`src/rtl/imm_gen_stage.sv`:
```
// Registered RV32I/RV64I immediate decoder behind a two-entry skid buffer.
// o_in_ready depends only on skid occupancy, never on i_out_ready.
module imm_gen_stage #(
    parameter int XLEN  = 32,
    parameter int CNT_W = 16
) (
    input  logic             clk,
    input  logic             rst,
    input  logic             i_in_valid,
    output logic             o_in_ready,
    input  logic [31:0]      i_instr,
    input  logic             i_flush,
    output logic             o_out_valid,
    input  logic             i_out_ready,
    output logic [XLEN-1:0]  o_imm,
    output logic [2:0]       o_fmt,
    output logic             o_illegal,
    output logic [CNT_W-1:0] o_illegal_count
);

    localparam logic [2:0] FMT_R   = 3'd0;
    localparam logic [2:0] FMT_I   = 3'd1;
    localparam logic [2:0] FMT_S   = 3'd2;
    localparam logic [2:0] FMT_B   = 3'd3;
    localparam logic [2:0] FMT_U   = 3'd4;
    localparam logic [2:0] FMT_J   = 3'd5;
    localparam logic [2:0] FMT_ILL = 3'd7;

    localparam logic [6:0] OP_LOAD   = 7'b0000011;
    localparam logic [6:0] OP_IMM    = 7'b0010011;
    localparam logic [6:0] OP_JALR   = 7'b1100111;
    localparam logic [6:0] OP_FENCE  = 7'b0001111;
    localparam logic [6:0] OP_SYSTEM = 7'b1110011;
    localparam logic [6:0] OP_STORE  = 7'b0100011;
    localparam logic [6:0] OP_BRANCH = 7'b1100011;
    localparam logic [6:0] OP_LUI    = 7'b0110111;
    localparam logic [6:0] OP_AUIPC  = 7'b0010111;
    localparam logic [6:0] OP_JAL    = 7'b1101111;
    localparam logic [6:0] OP_REG    = 7'b0110011;
    localparam logic [6:0] OP_IMM32  = 7'b0011011;
    localparam logic [6:0] OP_REG32  = 7'b0111011;

    logic [6:0]      w_opcode;
    logic [2:0]      w_fmt;
    logic [31:0]     w_immRaw;
    logic [XLEN-1:0] w_imm;
    logic            w_accept;
    logic            w_deliver;

    logic            r_mValid;
    logic [XLEN-1:0] r_mImm;
    logic [2:0]      r_mFmt;
    logic            r_kValid;
    logic [XLEN-1:0] r_kImm;
    logic [2:0]      r_kFmt;
    logic [CNT_W-1:0] r_illegalCount;

    assign w_opcode = i_instr[6:0];

    // Every format fits in 32 bits once sign-extended; widen to XLEN last.
    always_comb begin
        w_fmt    = FMT_ILL;
        w_immRaw = 32'd0;
        case (w_opcode)
            OP_LOAD, OP_IMM, OP_JALR, OP_FENCE, OP_SYSTEM: begin
                w_fmt    = FMT_I;
                w_immRaw = {{20{i_instr[31]}}, i_instr[31:20]};
            end
            OP_STORE: begin
                w_fmt    = FMT_S;
                w_immRaw = {{20{i_instr[31]}}, i_instr[31:25], i_instr[11:7]};
            end
            OP_BRANCH: begin
                w_fmt    = FMT_B;
                w_immRaw = {{19{i_instr[31]}}, i_instr[31], i_instr[7],
                            i_instr[30:25], i_instr[11:8], 1'b0};
            end
            OP_LUI, OP_AUIPC: begin
                w_fmt    = FMT_U;
                w_immRaw = {i_instr[31:12], 12'd0};
            end
            OP_JAL: begin
                w_fmt    = FMT_J;
                w_immRaw = {{11{i_instr[31]}}, i_instr[31], i_instr[19:12],
                            i_instr[20], i_instr[30:21], 1'b0};
            end
            OP_REG: begin
                w_fmt = FMT_R;
            end
            OP_IMM32: begin
                if (XLEN == 64) begin
                    w_fmt    = FMT_I;
                    w_immRaw = {{20{i_instr[31]}}, i_instr[31:20]};
                end
            end
            OP_REG32: begin
                if (XLEN == 64) begin
                    w_fmt = FMT_R;
                end
            end
            default: begin
                w_fmt = FMT_ILL;
            end
        endcase
    end

    assign w_imm     = XLEN'($signed(w_immRaw));
    assign w_accept  = i_in_valid && o_in_ready && !i_flush;
    assign w_deliver = r_mValid && i_out_ready;

    // When M drains, K refills it first; a new beat only lands in K when M is stalled.
    always_ff @(posedge clk or posedge rst) begin
        if (rst) begin
            r_mValid <= 1'b0;
            r_mImm   <= '0;
            r_mFmt   <= FMT_R;
            r_kValid <= 1'b0;
            r_kImm   <= '0;
            r_kFmt   <= FMT_R;
        end else if (i_flush) begin
            r_mValid <= 1'b0;
            r_kValid <= 1'b0;
        end else if (w_deliver) begin
            if (r_kValid) begin
                r_mImm   <= r_kImm;
                r_mFmt   <= r_kFmt;
                r_kValid <= 1'b0;
            end else if (w_accept) begin
                r_mImm <= w_imm;
                r_mFmt <= w_fmt;
            end else begin
                r_mValid <= 1'b0;
            end
        end else if (w_accept) begin
            if (!r_mValid) begin
                r_mValid <= 1'b1;
                r_mImm   <= w_imm;
                r_mFmt   <= w_fmt;
            end else begin
                r_kValid <= 1'b1;
                r_kImm   <= w_imm;
                r_kFmt   <= w_fmt;
            end
        end
    end

    // Counts delivered illegal beats, including one delivered during a flush.
    always_ff @(posedge clk or posedge rst) begin
        if (rst) begin
            r_illegalCount <= '0;
        end else if (w_deliver && (r_mFmt == FMT_ILL) &&
                     (r_illegalCount != {CNT_W{1'b1}})) begin
            r_illegalCount <= r_illegalCount + 1'b1;
        end
    end

    assign o_in_ready      = ~r_kValid;
    assign o_out_valid     = r_mValid;
    assign o_imm           = r_mImm;
    assign o_fmt           = r_mFmt;
    assign o_illegal       = (r_mFmt == FMT_ILL);
    assign o_illegal_count = r_illegalCount;

endmodule
```
`config.mk`:
```
export PLATFORM = sky130hd
export DESIGN_NAME = imm_gen_stage
export DESIGN_NICKNAME = d
export VERILOG_FILES = /design/src/rtl/imm_gen_stage.sv
export SDC_FILE = /design/constraint.sdc
export NUM_CORES = 1
export LEC_CHECK = 0
export CAP_MARGIN = 20
export CORE_ASPECT_RATIO = 0.7
export CORE_MARGIN = 5
export CORE_UTILIZATION = 48
export CTS_BUF_LIST = sky130_fd_sc_hd__clkbuf_4
export CTS_CLUSTER_SIZE = 16
export DETAILED_ROUTE_END_ITERATION = 12
export GPL_TIMING_DRIVEN = 1
export PLACE_DENSITY = 0.78
export SLEW_MARGIN = 5
export SYNTH_ARGS = -nofsm -noshare
export SYNTH_HDL_FRONTEND = slang
export SYNTH_SLANG_ARGS = --single-unit
```
`constraint.sdc`:
```
create_clock -name clk -period 2.66 [get_ports clk]
set_input_delay 0.399 -clock clk [delete_from_list [all_inputs] [get_ports clk]]
set_output_delay 0.399 -clock clk [all_outputs]
set_load 0.01 [all_outputs]
```
==> results.json <==
{
  "status": "finished clean",
  "r2r_slack_ns": 0.48,
  "routed_via_density": 5.91,
  "p_clk_share_pct": 19.6,
  "die-area_mm2": 0.0110,
  "p_sw_mw": 0.898,
  "hold_class": "in2async",
  "synth-edff-count": 0,
  "powerDensity_mw_per_mm2": 546,
  "min_period_ns": 2.18,
  "io_pins": 91,
  "synth-seq-area-share_pct": 51.1,
  "cts_max_level": 3,
  "place_ws_ns": 0.0890,
  "synth_top_area_share_pct": 51.1,
  "ys_top_cells_by_count": "dfrtp_1 (88), nand2_1 (54), a21oi_1 (39)",
  "relSlewSlack_pct": 55.0,
  "clkTransAtPathRegs_ns": 0.12,
  "yosys.cell_types.count": 54,
  "startpoint_type": "flip-flop",
  "chipWidth_um": 123,
  "ant_nets": 0,
  "antenna_cells": 0,
  "synth_nets": 497,
  "drt-total-wl_um": 12200,
  "finalClockSkew_ns": 0.00863,
  "post_cts_resized": 0,
  "yosysTopAreaCell": "dfrtp_1",
  "grtUsageTotal_pct": 22.9,
  "synth_top_family_by_area": "compound AO/OA/AOI/OAI gates",
  "grt_antenna_before_repair": 0,
  "clkSinkCount": 88,
  "setup_slack_ns": 0.482,
  "postCtsSetupBuffers": 0,
  "fmax_ghz": 0.459,
  "nets": 596,
  "intPower_mw": 2.11,
  "setup_violations": 0,
  "dp_hpwl_um": 8770,
  "synthAdderAreaFrac_pct": 0.290,
  "synth_most_common_cell": "dfrtp_1",
  "vdd_ir_drop_max_mv": 0.419,
  "detailroute.via_count": 4019,
  "first_pass_iters": 5,
  "final_util_pct": 64.0,
  "post-route-drc-count": 0,
  "worstSetupEndpointType": "flip-flop",
  "gp_congestion": 0.876,
  "synth_compound_area_share_pct": 21.0,
  "setup_tns_ns": 0,
  "worstSetupPathType": "reg2reg",
  "hold_violations": 0,
  "maxUsedRoutingLayer": "met4",
  "post-route-period-util_pct": 81.9,
  "numCtsBuffers": 9,
  "wl_met1_um": 5420,
  "grt_max_degree": 52,
  "synth-seq-cells": 88,
  "worst_pin_slew_ns": 0.669,
  "wl_per_cell_um": 17.9,
  "drv_slew": 0,
  "drive_gt1_share_pct": 10.7,
  "sw_frac_of_total_pct": 29.9,
  "rr_startpoint": "o_out_valid",
  "rsz0062_at_grt": "no",
  "wl_met2_um": 5580,
  "io_buffers": 90,
  "synth_area_leaders": "dfrtp_1 (51%), nand2_1 (4.7%), a21oi_1 (4.5%), a31oi_1 (4.1%), o21ai_0 (3.8%)",
  "cts_hold_buffers": 0,
  "clk-insertion-delay-late_ns": 0.43,
  "critPathMaxFanout": 26,
  "clock_path_buffers": 2,
  "grt_pass1_wl_um": 19700,
  "r2r_end": "o_imm[13]",
  "comb_power_share_pct": 24.8,
  "seqPwrFrac_pct": 55.7,
  "first_iter_violations": 374,
  "required_ns": 2.96,
  "ys_warn_count": 0,
  "synth.avg_cell_area_um2": 9.39,
  "synthSimpleGateAreaFrac_pct": 20.6,
  "die_y_um": 89.3,
  "synthMuxAreaShare_pct": 0.261,
  "start_util_pct": 50.0,
  "mappedNetlistArea_mm2": 0.00431,
  "syn_inst": 459,
  "cts-root-buf": "clkbuf_4",
  "grt_pass1_vias": 3962,
  "synth_xor_area_share_pct": 2.64,
  "cap_violations": 0,
  "cp_data_arrival_time_ns": 2.48,
  "synthToLayoutAreaGrowth_pct": 28.0,
  "gr-total-overflow": 0,
  "wl_met3_um": 977,
  "power.leakage_nw": 2.33,
  "startpoint": "o_out_valid",
  "synthArstFlopShare_pct": 100,
  "core-area_mm2": 0.00862,
  "num_rows": 28,
  "synthFlopType": "dfrtp_1",
  "cts_tree": "yes",
  "r2r_cells": 5
}
## registers in the layout, summed over array words and instances, names as in the netlist
register and cells:
o_fmt 3, o_illegal_count 16, o_imm 32, o_out_valid 1
r_kFmt 3, r_kImm 32, r_kValid 1
## power groups by stage
stage	logic [mW]	clock network [mW]	registers [mW]
floorplan	0.324	0	1.71
global placement	0.725	0	1.69
detailed placement	0.746	0	1.70
CTS	0.750	0.608	1.67
global route	0.821	0.663	1.70
finish	0.745	0.589	1.68
## cell type report
type                       count  area, um2
fill                         729       3100
sequential                    88       2200
multi-input combinational    334       1930
timing repair buffer         116       1110
tap                          120        150
clock buffer                  10       75.1
inverter                       9       37.5
clock inverter                 3       12.5
## worst max-delay path by stage
| stage | to | slack [ns] |
|---|---|---|
| floorplan | o_imm[20] | 0.65 |
| global placement | o_imm[1] | 0.15 |
| detailed placement | o_imm[13] | 0.09 |
| CTS | o_imm[13] | 0.48 |
| global route | o_imm[17] | 0.38 |
| finish | o_imm[13] | 0.48 |
## placed cells by master, fill, tap and decap left out, types with 3 or more instances in the layout
master and count:
clkdlybuf4s50_1 90, dfrtp_1 88, nand2_1 54, a21oi_1 39, nor2_1 37, o21ai_0 33
a31oi_1 28, buf_4 25, or3_1 14, o21ai_1 12, and3_1 11, clkbuf_4 10
nand3_1 9, inv_1 8, or3_2 8, nor3_1 7, xor2_1 7, xnor2_1 6
a22o_1 6, a221o_2 5, a32oi_1 4, a21o_1 4, and2_1 3, a211oi_1 3
nand4_1 3, nor3b_1 3, nor2b_1 3, nand2b_1 3, nor4_1 3
## logic make-up after synthesis
kind of cell             after synthesis
buffers and inverters                 37
AO/OA/AOI/OAI                        148
multiplexers                           1
XOR/XNOR                              13
adder cells (fa/ha/maj)                1
flip-flops                            88
AND/OR/NAND/NOR                      171
## worst max-delay path, cell delays in order, from the launching register on
cell	delay, ns
dfrtp_1	0.49
and2b_4	0.24
or4_4	0.65
or3_2	0.50
o21ai_0	0.10
a31oi_1	0.07
## metrics by stage
| step | std cells | cell area [um2] | power [mW] | hold WS [ns] |
|---|---|---|---|---|
| floorplan | 459 | 4310 | 2.04 | 0.442 |
| global placement | 667 | 5430 | 2.41 | 0.454 |
| detailed placement | 667 | 5430 | 2.45 | 0.468 |
| CTS | 680 | 5520 | 3.03 | 0.368 |
| global route | 680 | 5520 | 3.19 | 0.386 |
| finish | 680 | 5520 | 3.01 | 0.371 |
## per-layer routing
metal	track usage [%]	vias up
li1	-	1873
met1	31.0	1948
met2	36.5	181
met3	6.07	17
met4	7.24	0
met5	0	-
Note: power is estimated with default switching activity, not from simulation.
